===== src/rtl/edge_grant_pkg.sv =====
// Shared constants and helpers for the edge-triggered grant arbiter.
// Latency: n/a (package only).
// Backpressure: n/a (package only).
// Contents: edge-type encodings and the grant index width function.
package edge_grant_pkg;

  localparam int EDGE_NEG  = 0;
  localparam int EDGE_POS  = 1;
  localparam int EDGE_BOTH = 2;

  // Index width for n channels; a single channel still needs a 1-bit index.
  function automatic int idx_w(input int n);
    return (n <= 1) ? 1 : $clog2(n);
  endfunction

endpackage


===== src/rtl/edge_grant_arbiter_if.sv =====
// Handshake bundle between the edge arbiter and its consumer.
// Latency: n/a (wires only).
// Backpressure: gnt_rdy from the consumer stalls gnt_vld/gnt_idx.
// Signals: din (channel levels), gnt_rdy, clr_ovf in; gnt_vld, gnt_idx,
//          pend_out, ovf_out out. slave = arbiter side, master = consumer side.
interface edge_grant_arbiter_if
  import edge_grant_pkg::*;
#(
  parameter int MAX_DESC = 16
) ();

  localparam int IW = idx_w(MAX_DESC);

  logic [MAX_DESC-1:0] din;
  logic                gnt_rdy;
  logic                clr_ovf;
  logic                gnt_vld;
  logic [IW-1:0]       gnt_idx;
  logic [MAX_DESC-1:0] pend_out;
  logic [MAX_DESC-1:0] ovf_out;

  modport slave (
    input  din, gnt_rdy, clr_ovf,
    output gnt_vld, gnt_idx, pend_out, ovf_out
  );

  modport master (
    output din, gnt_rdy, clr_ovf,
    input  gnt_vld, gnt_idx, pend_out, ovf_out
  );

endinterface


===== src/rtl/grant_pick.sv =====
// Picks one pending channel: lowest index, or round-robin after ptr when
// EDGE_GRANT_RR_EN is defined.
// Latency: purely combinational. Backpressure: none (no state).
// Ports: pend (pending vector), ptr (last loaded index) in;
//        sel_oh (one-hot pick, zero if nothing pending), sel_idx out.
module grant_pick #(
  parameter int N  = 16,
  parameter int IW = 4
) (
  input  logic [N-1:0]  pend,
  input  logic [IW-1:0] ptr,
  output logic [N-1:0]  sel_oh,
  output logic [IW-1:0] sel_idx
);

`ifndef EDGE_GRANT_RR_EN
  // Fixed priority never looks at the pointer.
  logic unused_ptr;
  assign unused_ptr = ^ptr;
`endif

  logic found;

  always_comb begin
    sel_oh  = '0;
    sel_idx = '0;
    found   = 1'b0;
`ifdef EDGE_GRANT_RR_EN
    // First pass: channels strictly above the last loaded one.
    for (int i = 0; i < N; i++) begin
      if (!found && pend[i] && (IW'(i) > ptr)) begin
        found     = 1'b1;
        sel_oh[i] = 1'b1;
        sel_idx   = IW'(i);
      end
    end
`endif
    // Lowest pending index; in round-robin mode this is the wrap-around pass.
    for (int i = 0; i < N; i++) begin
      if (!found && pend[i]) begin
        found     = 1'b1;
        sel_oh[i] = 1'b1;
        sel_idx   = IW'(i);
      end
    end
  end

endmodule


===== src/rtl/edge_grant_arbiter.sv =====
// Captures per-channel edges into a pending vector and grants them one at a
// time. Latency: 1 cycle from pend rising to gnt_vld (free output register).
// Backpressure: gnt_rdy=0 holds gnt_vld/gnt_idx; new edges on a pending,
// unloaded channel set its sticky ovf bit.
// Ports: clk, rst_n (sync, active-low), bus (edge_grant_arbiter_if.slave).
// Build option: EDGE_GRANT_RR_EN selects round-robin instead of fixed priority.
module edge_grant_arbiter
  import edge_grant_pkg::*;
#(
  parameter int MAX_DESC = 16,
  parameter int EDGE_TYP = 1
) (
  input  logic                clk,
  input  logic                rst_n,
  edge_grant_arbiter_if.slave bus
);

  localparam int IW = idx_w(MAX_DESC);

  logic [MAX_DESC-1:0] din_ff;
  logic [MAX_DESC-1:0] pend;
  logic [MAX_DESC-1:0] ovf;
  logic [MAX_DESC-1:0] evt;
  logic [MAX_DESC-1:0] sel_oh;
  logic [MAX_DESC-1:0] load_vec;
  logic [MAX_DESC-1:0] ovf_set;
  logic [IW-1:0]       sel_idx;
  logic [IW-1:0]       ptr;
  logic [IW-1:0]       gnt_idx_q;
  logic                gnt_vld_q;
  logic                reg_free;
  logic                load;

  always_comb begin
    case (EDGE_TYP)
      EDGE_NEG:  evt = din_ff & ~bus.din;
      EDGE_BOTH: evt = din_ff ^ bus.din;
      default:   evt = ~din_ff & bus.din;
    endcase
  end

  assign reg_free = !gnt_vld_q || bus.gnt_rdy;
  // Selection only ever sees registered pend, never this cycle's edges.
  assign load     = reg_free && (|pend);
  assign load_vec = load ? sel_oh : '0;
  // An edge on a channel that is being loaded re-arms it instead of overflowing.
  assign ovf_set  = evt & pend & ~load_vec;

`ifdef EDGE_GRANT_RR_EN
  logic [IW-1:0] rr_ptr;

  always_ff @(posedge clk) begin
    if (!rst_n) begin
      rr_ptr <= '0;
    end else if (load) begin
      rr_ptr <= sel_idx;
    end
  end

  assign ptr = rr_ptr;
`else
  assign ptr = '0;
`endif

  grant_pick #(
    .N  (MAX_DESC),
    .IW (IW)
  ) u_pick (
    .pend    (pend),
    .ptr     (ptr),
    .sel_oh  (sel_oh),
    .sel_idx (sel_idx)
  );

  always_ff @(posedge clk) begin
    if (!rst_n) begin
      din_ff    <= '0;
      pend      <= '0;
      ovf       <= '0;
      gnt_vld_q <= 1'b0;
      gnt_idx_q <= '0;
    end else begin
      din_ff <= bus.din;
      pend   <= (pend & ~load_vec) | evt;
      // A fresh overflow beats a simultaneous clear.
      ovf    <= (ovf & ~{MAX_DESC{bus.clr_ovf}}) | ovf_set;
      if (reg_free) begin
        gnt_vld_q <= load;
        if (load) begin
          gnt_idx_q <= sel_idx;
        end
      end
    end
  end

  assign bus.gnt_vld  = gnt_vld_q;
  assign bus.gnt_idx  = gnt_idx_q;
  assign bus.pend_out = pend;
  assign bus.ovf_out  = ovf;

endmodule


===== src/flat_wrapper.sv =====
// flat-port wrapper written by rule: the top's interface ports become plain ports
module edge_grant_arbiter_flat import edge_grant_pkg::*;
#(
  parameter int MAX_DESC = 16,
  parameter int EDGE_TYP = 1
)
  (clk, rst_n, bus_din, bus_gnt_rdy, bus_clr_ovf, bus_gnt_vld, bus_gnt_idx, bus_pend_out, bus_ovf_out);
  edge_grant_arbiter_if #(.MAX_DESC(MAX_DESC)) bus_i ();
  input  logic clk;
  input  logic rst_n;
  input wire logic [$bits(bus_i.din)-1:0] bus_din;
  input wire logic [$bits(bus_i.gnt_rdy)-1:0] bus_gnt_rdy;
  input wire logic [$bits(bus_i.clr_ovf)-1:0] bus_clr_ovf;
  output wire logic [$bits(bus_i.gnt_vld)-1:0] bus_gnt_vld;
  output wire logic [$bits(bus_i.gnt_idx)-1:0] bus_gnt_idx;
  output wire logic [$bits(bus_i.pend_out)-1:0] bus_pend_out;
  output wire logic [$bits(bus_i.ovf_out)-1:0] bus_ovf_out;
  assign bus_i.din = bus_din;
  assign bus_i.gnt_rdy = bus_gnt_rdy;
  assign bus_i.clr_ovf = bus_clr_ovf;
  assign bus_gnt_vld = bus_i.gnt_vld;
  assign bus_gnt_idx = bus_i.gnt_idx;
  assign bus_pend_out = bus_i.pend_out;
  assign bus_ovf_out = bus_i.ovf_out;
  edge_grant_arbiter #(.MAX_DESC(MAX_DESC), .EDGE_TYP(EDGE_TYP)) u_core (.clk(clk), .rst_n(rst_n), .bus(bus_i));
endmodule

===== config.mk =====
export PLATFORM = sky130hd
export DESIGN_NAME = edge_grant_arbiter_flat
export DESIGN_NICKNAME = d
export VERILOG_FILES = /design/src/rtl/edge_grant_pkg.sv /design/src/rtl/edge_grant_arbiter_if.sv /design/src/rtl/grant_pick.sv /design/src/rtl/edge_grant_arbiter.sv /design/src/flat_wrapper.sv
export SDC_FILE = /design/constraint.sdc
export NUM_CORES = 1
export LEC_CHECK = 0
export CAP_MARGIN = 20
export CORE_ASPECT_RATIO = 1.2
export CORE_MARGIN = 2
export CORE_UTILIZATION = 25
export DETAILED_ROUTE_END_ITERATION = 10
export SYNTH_ARGS = -nofsm -noshare
export SYNTH_HDL_FRONTEND = slang
export SYNTH_SLANG_ARGS = --single-unit

===== constraint.sdc =====
create_clock -name clk -period 2.4 [get_ports clk]
set_input_delay 0.48 -clock clk [delete_from_list [all_inputs] [get_ports clk]]
set_output_delay 0.48 -clock clk [all_outputs]
set_load 0.005 [all_outputs]

==> run summary, run 1 <==
RUN STATUS
------------------------------------------------------------------------------
Run status ...................................................... finished, final reports clean

ROUTING
------------------------------------------------------------------------------
Overall routed net length .......................................      5420 µm
Post-DR vias/cell ...............................................         4.74
Detailed-router iteration count before antenna repair ...........            4
Wire length per cell ............................................      14.2 µm
Drc violations ..................................................            0
First-iteration detailed-routing DRC count ......................          108
Routed Antenna Nets .............................................            0
Vias ............................................................        1,809

TIMING
------------------------------------------------------------------------------
Remaining max-slew budget at the tightest pin ...................        60.1%
Least setup slack across all paths after layout .................       303 ps
Final min period ................................................      2100 ps
Max Slew Vio Count ..............................................            0
Ratio of final minimum period to clock period ...................        87.4%
Final Hold Viols ................................................            0
Worst Tran Pin Value ............................................       597 ps
Worst clock skew ................................................      9.03 ps
Number of endpoints failing setup at the final stage ............            0
Highest clock rate ..............................................      477 MHz
Unrepaired setup endpoints after global routing .................           no
Aggregate negative setup slack ..................................         0 ps

GLOBAL ROUTE
------------------------------------------------------------------------------
Overall fraction of global-route tracks in use ..................        12.3%
Antenna violations before repair ................................            0
Via count of the first global-routing pass ......................        1,718
Maximum number of pins on one net before global-route repair ....           21
GRT overflow ....................................................            0
Wire length of the first global-routing pass ....................      8640 µm

DIE
------------------------------------------------------------------------------
Vert. Die Dim ...................................................       103 µm
Die Outline Area ................................................     8880 µm²
Std cell rows ...................................................           36
Num ports .......................................................           57
Starting Density ................................................        25.4%
Core area .......................................................     8020 µm²
Die width .......................................................      86.4 µm

SYNTHESIS
------------------------------------------------------------------------------
Most used DFF post-synth ........................................ sky130_fd_sc_hd__dfxtp_1
Synth Instances .................................................          216
Portion of the post-synthesis area used by sequential elements ..        52.1%
Warning count from the yosys run ................................            0
Count of different cell masters after synthesis .................           42
Number of enable-type register cells in the synthesized netlist .            0
Post-Syn Area ...................................................     2040 µm²
Mean cell area of the mapped netlist ............................     9.42 µm²
Flops & latches, synth ..........................................           53
Synth Net Count .................................................          236
Share of synthesized registers carrying an async set or reset ...           0%

CLOCKING
------------------------------------------------------------------------------
Clock tree from TritonCTS .......................................        built
Post-CTS sizing .................................................            0
Number of buffers on the longest clock path .....................            2
Worst-path clk slew .............................................        90 ps
Total clock buffers created by CTS ..............................            5
# Post-CTS Setup Buffers ........................................            0
Master cell of the clock root buffer ............................ sky130_fd_sc_hd__clkbuf_8
Total number of clock tree sinks ................................           53
CTS Hold Buffers Added ..........................................            0
Deepest level of the CTS H-tree .................................            2
Clock latency at the later pin of the worst-skew pair ...........       310 ps

POWER
------------------------------------------------------------------------------
Relative contribution of the clock network to total power .......        32.0%
Total net switching power .......................................     0.484 mW
Largest voltage drop on the vdd net .............................     0.244 mV
Fraction of power spent switching nets ..........................        24.8%
Leakage power summed over all cells .............................      1.12 nW
Proportion of power drawn by combinational gates ................        18.1%
Int Power .......................................................      1.47 mW
Sequential Power Share ..........................................        49.9%
Power density normalized to cell area ...........................   669 nW/µm²

SETUP PATH
------------------------------------------------------------------------------
Arrival time of the worst setup path ............................      2320 ps
Required time of the worst setup path ...........................      2630 ps
Critical path class .............................................   reg -> reg
Worst setup SP type .............................................         flop
Critical Path Sink Type .........................................         flop
Maximum fanout along the worst path .............................            9

PLACEMENT
------------------------------------------------------------------------------
Post-Place Cell Area ............................................     2800 µm²
Worst setup slack before clock tree synthesis ...................       304 ps
Placer's final routability congestion estimate ..................        0.773
Final HPWL from detailed placement ..............................      4100 µm
Number of port buffers ..........................................           56

LAYOUT
------------------------------------------------------------------------------
Number of fillers in the final layout ...........................          822
# nets final ....................................................          306
Most common library cell in the layout ignoring fill and taps ... sky130_fd_sc_hd__clkdlybuf4s50_1
Area growth syn-to-layout .......................................        43.5%
Most used cells in the layout excluding fill and tap cells ...... 56 x sky130_fd_sc_hd__clkdlybuf4s50_1, 53 x sky130_fd_sc_hd__dfxtp_1, 21 x sky130_fd_sc_hd__nand2_1
Layout cell share with drive strength beyond 1 ..................        11.1%
Layout Cell Area excl Fill ......................................     2920 µm²
Antenna diode count .............................................            0

MIN PATH
------------------------------------------------------------------------------
Hold crit path type .............................................   reg -> reg

FLOW RUN
------------------------------------------------------------------------------
MaxCap Viol Count ...............................................            0

final timing paths:
path | startpoint | endpoint | slack, ps | depth (start not counted)
worst max-delay path | u_core.bus.pend_out[1]$_SDFF_PN0_ | u_core.bus.ovf_out[5]$_SDFF_PN0_ | 300 | 4
worst min-delay path | u_core.bus.ovf_out[9]$_SDFF_PN0_ | u_core.bus.ovf_out[9]$_SDFF_PN0_ | 450 | 2
worst max register to register | u_core.bus.pend_out[1]$_SDFF_PN0_ | u_core.bus.ovf_out[5]$_SDFF_PN0_ | 300 | 4
worst min register to register | u_core.bus.ovf_out[9]$_SDFF_PN0_ | u_core.bus.ovf_out[9]$_SDFF_PN0_ | 450 | 2
critical path, stage by stage, from the launching register on:
cell and delay (ps):
sky130_fd_sc_hd__dfxtp_1 390, sky130_fd_sc_hd__or4_4 600, sky130_fd_sc_hd__o41ai_4 650, sky130_fd_sc_hd__o31ai_1 170
sky130_fd_sc_hd__o31ai_1 210
logic make-up after synthesis:
family | Yosys count | synth area share (%)
buffers and inverters | 20 | 3.75
and+or+nand+nor | 82 | 22.3
AOI/OAI and AO/OA | 61 | 21.8
DFF | 53 | 52.1
flip-flops by register name, indices dropped and copies added, names as in the netlist:
register             count
u_core.din_ff           16
u_core.bus.gnt_vld       1
u_core.bus.pend_out     16
u_core.bus.gnt_idx       4
u_core.bus.ovf_out      16
per-stage QoR:
stage               utilization, %  hold WS (ps)  cells  power [mW]
floorplan                        -           410    216        1.15
global placement              35.0           421    374        1.35
detailed placement            35.0           438    374        1.35
CTS                           36.4           451    382        1.97
global route                  36.4           461    382        2.03
finish                        36.4           447    382        1.95
layout make-up:
type,instances,area [µm²],area share (%)
timing repair buffer,73,688,23.6
clock inverter,1,30.0,1.03
inverter,10,37.5,1.29
sequential,53,1060,36.3
clock buffer,7,86.3,2.96
tap,95,119,4.07
multi-input combinational,143,898,30.8
power groups by stage:
stage | clock, mW | sequential [mW] | combinational (mW)
4_1_cts | 0.632 | 0.977 | 0.357
3_3_place_gp | 0 | 0.995 | 0.354
3_5_place_dp | 0 | 0.996 | 0.355
2_1_floorplan | 0 | 0.998 | 0.154
5_1_grt | 0.660 | 0.983 | 0.388
6_report | 0.624 | 0.975 | 0.353
routing by layer:
layer	track usage [%]	routed length, µm	vias to the layer above
met4	4.45	88	0
met5	0	0	-
met1	15.2	2490	850
met3	3.36	246	10
li1	-	-	914
met2	20.5	2590	35
cells in the mapped netlist (all sizes together) (2+ instances only):
cell     instances  area share (%)
dfxtp           53              52
nand2           21             3.9
a21oi           16             3.9
and2            14             4.3
nand2b          11             3.4
o21ai           11             2.7
inv             10             1.8
nor2            10             1.8
o31ai            9             3.3
clkbuf           8             1.5
nor2b            7             2.2
nor4             4             1.5
or4              4             1.7
nand3            3            0.74
o221a            3             1.7
a221oi           2            0.86
buf              2            0.43
nand3b           2            0.74
nor3             2            0.74
o2111ai          2            0.86
o211ai           2            0.74
o311a            2            0.98
o311ai           2            0.86
o31a             2            0.86
or3              2            0.61
Power figures use the tool's default switching activity.
==> inputs of run 2 (changes only) <==
--- a/config.mk
+++ b/config.mk
@@ -9,6 +9,7 @@
 export CORE_ASPECT_RATIO = 1.2
 export CORE_MARGIN = 2
 export CORE_UTILIZATION = 25
+export CTS_BUF_LIST = sky130_fd_sc_hd__clkbuf_4
 export DETAILED_ROUTE_END_ITERATION = 10
 export SYNTH_ARGS = -nofsm -noshare
 export SYNTH_HDL_FRONTEND = slang
==> run summary, run 2 (synthesized netlist as in run 1, its figures left out) <==
TIMING
----------------------------------------------------------------------------
Highest clock rate ............................................      475 MHz   was 477 MHz
Ratio of final minimum period to clock period .................        87.8%   was 87.4%
Final Hold Viols ..............................................            0   unchanged
Number of endpoints failing setup at the final stage ..........            0   unchanged
Aggregate negative setup slack ................................         0 ps   unchanged
Final min period ..............................................      2110 ps   was 2100 ps
Worst clock skew ..............................................      16.5 ps   was 9.03 ps
Unrepaired setup endpoints after global routing ...............           no   unchanged
Max Slew Vio Count ............................................            0   unchanged
Remaining max-slew budget at the tightest pin .................        60.0%   was 60.1%
Worst Tran Pin Value ..........................................       597 ps   about the same
Least setup slack across all paths after layout ...............       293 ps   was 303 ps

ROUTING
----------------------------------------------------------------------------
Detailed-router iteration count before antenna repair .........            4   unchanged
Wire length per cell ..........................................      14.2 µm   about the same
Post-DR vias/cell .............................................         4.72   was 4.74
Top routing layer in use ......................................         met4   unchanged
Overall routed net length .....................................      5430 µm   was 5420 µm
Routed wire length on met2 ....................................      2590 µm   about the same
Vias ..........................................................        1,803   was 1,809
First-iteration detailed-routing DRC count ....................          124   was 108
Met3 Wirelength ...............................................       266 µm   was 246 µm
Drc violations ................................................            0   unchanged
Metal1 wirelength .............................................      2490 µm   unchanged
Routed Antenna Nets ...........................................            0   unchanged

SETUP PATH
----------------------------------------------------------------------------
Critical Path Sink Type .......................................         flop   unchanged
CP peak stage delay ...........................................       650 ps   about the same
Maximum fanout along the worst path ...........................            9   unchanged
Arrival time of the worst setup path ..........................      2410 ps   was 2320 ps
Critical path class ...........................................   reg -> reg   unchanged
Required time of the worst setup path .........................      2700 ps   was 2630 ps
Buffers plus inverters on the worst setup path ................            0   unchanged
Delay-heaviest family, CP ..................................... compound AO/OA/AOI/OAI gates   unchanged
Worst setup SP type ...........................................         flop   unchanged
Critical path, cell by cell ................................... or4_4 > o41ai_4 > o31ai_1 > o31ai_1   unchanged
Slowest CP cell ............................................... sky130_fd_sc_hd__o41ai_4   unchanged
Worst path most repeated cell ................................. sky130_fd_sc_hd__o31ai_1   unchanged

PLACEMENT
----------------------------------------------------------------------------
Placer's final routability congestion estimate ................        0.773   unchanged
Final HPWL from detailed placement ............................      4100 µm   unchanged
Worst setup slack before clock tree synthesis .................       304 ps   unchanged
Number of port buffers ........................................           56   unchanged

POWER
----------------------------------------------------------------------------
Leakage power summed over all cells ...........................      1.11 nW   was 1.12 nW
Largest voltage drop on the vdd net ...........................     0.231 mV   was 0.244 mV
Power density normalized to cell area .........................   635 nW/µm²   was 669 nW/µm²
Total design power ............................................      1.83 mW   was 1.95 mW

LAYOUT
----------------------------------------------------------------------------
Most common library cell in the layout ignoring fill and taps . sky130_fd_sc_hd__clkdlybuf4s50_1   unchanged
Area taken by flip-flops and latches ..........................     1060 µm²   unchanged
Number of fillers in the final layout .........................          831   was 822
# nets final ..................................................          306   unchanged
Antenna diode count ...........................................            0   unchanged
Footprint of the multi-input gates ............................      898 µm²   unchanged
Layout cell share with drive strength beyond 1 ................        11.1%   unchanged
Most used cells in the layout excluding fill and tap cells .... 56 x sky130_fd_sc_hd__clkdlybuf4s50_1, 53 x sky130_fd_sc_hd__dfxtp_1, 21 x sky130_fd_sc_hd__nand2_1   unchanged
Area growth syn-to-layout .....................................        41.6%   was 43.5%

DIE
----------------------------------------------------------------------------
Die width .....................................................      86.4 µm   unchanged
Std cell rows .................................................           36   unchanged
Core area .....................................................     8020 µm²   unchanged
Starting Density ..............................................        25.4%   unchanged
Num ports .....................................................           57   unchanged
Vert. Die Dim .................................................       103 µm   unchanged
Die Outline Area ..............................................     8880 µm²   unchanged

CLOCKING
----------------------------------------------------------------------------
CTS Hold Buffers Added ........................................            0   unchanged
Clock tree from TritonCTS .....................................        built   unchanged
Master cell of the clock root buffer .......................... sky130_fd_sc_hd__clkbuf_4   was sky130_fd_sc_hd__clkbuf_8
Worst-path clk slew ...........................................       140 ps   was 90 ps
Clock latency at the later pin of the worst-skew pair .........       380 ps   was 310 ps
Total number of clock tree sinks ..............................           53   unchanged
# Post-CTS Setup Buffers ......................................            0   unchanged
Total clock buffers created by CTS ............................            5   unchanged
Post-CTS sizing ...............................................            0   unchanged
Deepest level of the CTS H-tree ...............................            2   unchanged
Number of buffers on the longest clock path ...................            2   unchanged

GLOBAL ROUTE
----------------------------------------------------------------------------
Antenna violations before repair ..............................            0   unchanged
Wire length of the first global-routing pass ..................      8630 µm   was 8640 µm
GRT overflow ..................................................            0   unchanged
Overall fraction of global-route tracks in use ................        12.3%   unchanged
Maximum number of pins on one net before global-route repair ..           21   unchanged
Via count of the first global-routing pass ....................        1,718   unchanged

MIN PATH
----------------------------------------------------------------------------
Hold crit path type ...........................................   reg -> reg   unchanged

RUN STATUS
----------------------------------------------------------------------------
Run status .................................................... finished, final reports clean   unchanged

FLOW RUN
----------------------------------------------------------------------------
MaxCap Viol Count .............................................            0   unchanged

-- run 2: cell count changes in the layout (fill, tap and decap cells not counted) --
cell | before | now
sky130_fd_sc_hd__clkbuf_1 | 1 | 0
sky130_fd_sc_hd__clkbuf_4 | 0 | 6
sky130_fd_sc_hd__clkinv_1 | 0 | 1
sky130_fd_sc_hd__clkbuf_8 | 6 | 0
-- run 2: area by class of cell --
cell class | count | share of cell area (%)
clock inverter | 2 | 1.17
clock buffer | 6 | 1.56
multi-input combinational | 143 | 31.2
timing repair buffer | 73 | 23.9
tap | 95 | 4.12
sequential | 53 | 36.8
inverter | 10 | 1.30
-- run 2: through the flow --
step	cell area, µm²	utilization, %	hold WS (ps)	std cells
after floorplan	2040	-	410	216
after global placement	2800	35.0	421	374
after detailed placement	2800	35.0	438	374
after CTS	2880	36.0	457	382
after global routing	2880	36.0	467	382
final	2880	36.0	453	382
-- run 2: per-layer routing --
layer / GRT usage (%) / vias to the layer above
met5: 0 / -
met1: 15.3 / 843
met2: 20.4 / 40
met3: 3.60 / 7
met4: 4.09 / 0
li1: - / 913
-- run 2: worst min-delay path, cell delays in order (launching register included) --
cell                      delay [ps]
sky130_fd_sc_hd__dfxtp_1         340
sky130_fd_sc_hd__nand2_1          50
sky130_fd_sc_hd__nand2_1          40
-- run 2: path summary, 6_finish.rpt --
path                                startpoint                                to  slack (ps)  depth (start not counted)
max          u_core.bus.pend_out[1]$_SDFF_PN0_  u_core.bus.ovf_out[5]$_SDFF_PN0_         290                          4
max reg2reg  u_core.bus.pend_out[1]$_SDFF_PN0_  u_core.bus.ovf_out[5]$_SDFF_PN0_         290                          4
min           u_core.bus.ovf_out[9]$_SDFF_PN0_  u_core.bus.ovf_out[9]$_SDFF_PN0_         450                          2
min reg2reg   u_core.bus.ovf_out[9]$_SDFF_PN0_  u_core.bus.ovf_out[9]$_SDFF_PN0_         450                          2
-- run 2: power breakdown --
group          internal (mW)  leakage [nW]  switching [mW]
Clock                  0.229        0.0433           0.273
Sequential             0.937         0.438          0.0396
Combinational          0.193         0.627           0.161
Total                   1.36          1.11           0.473
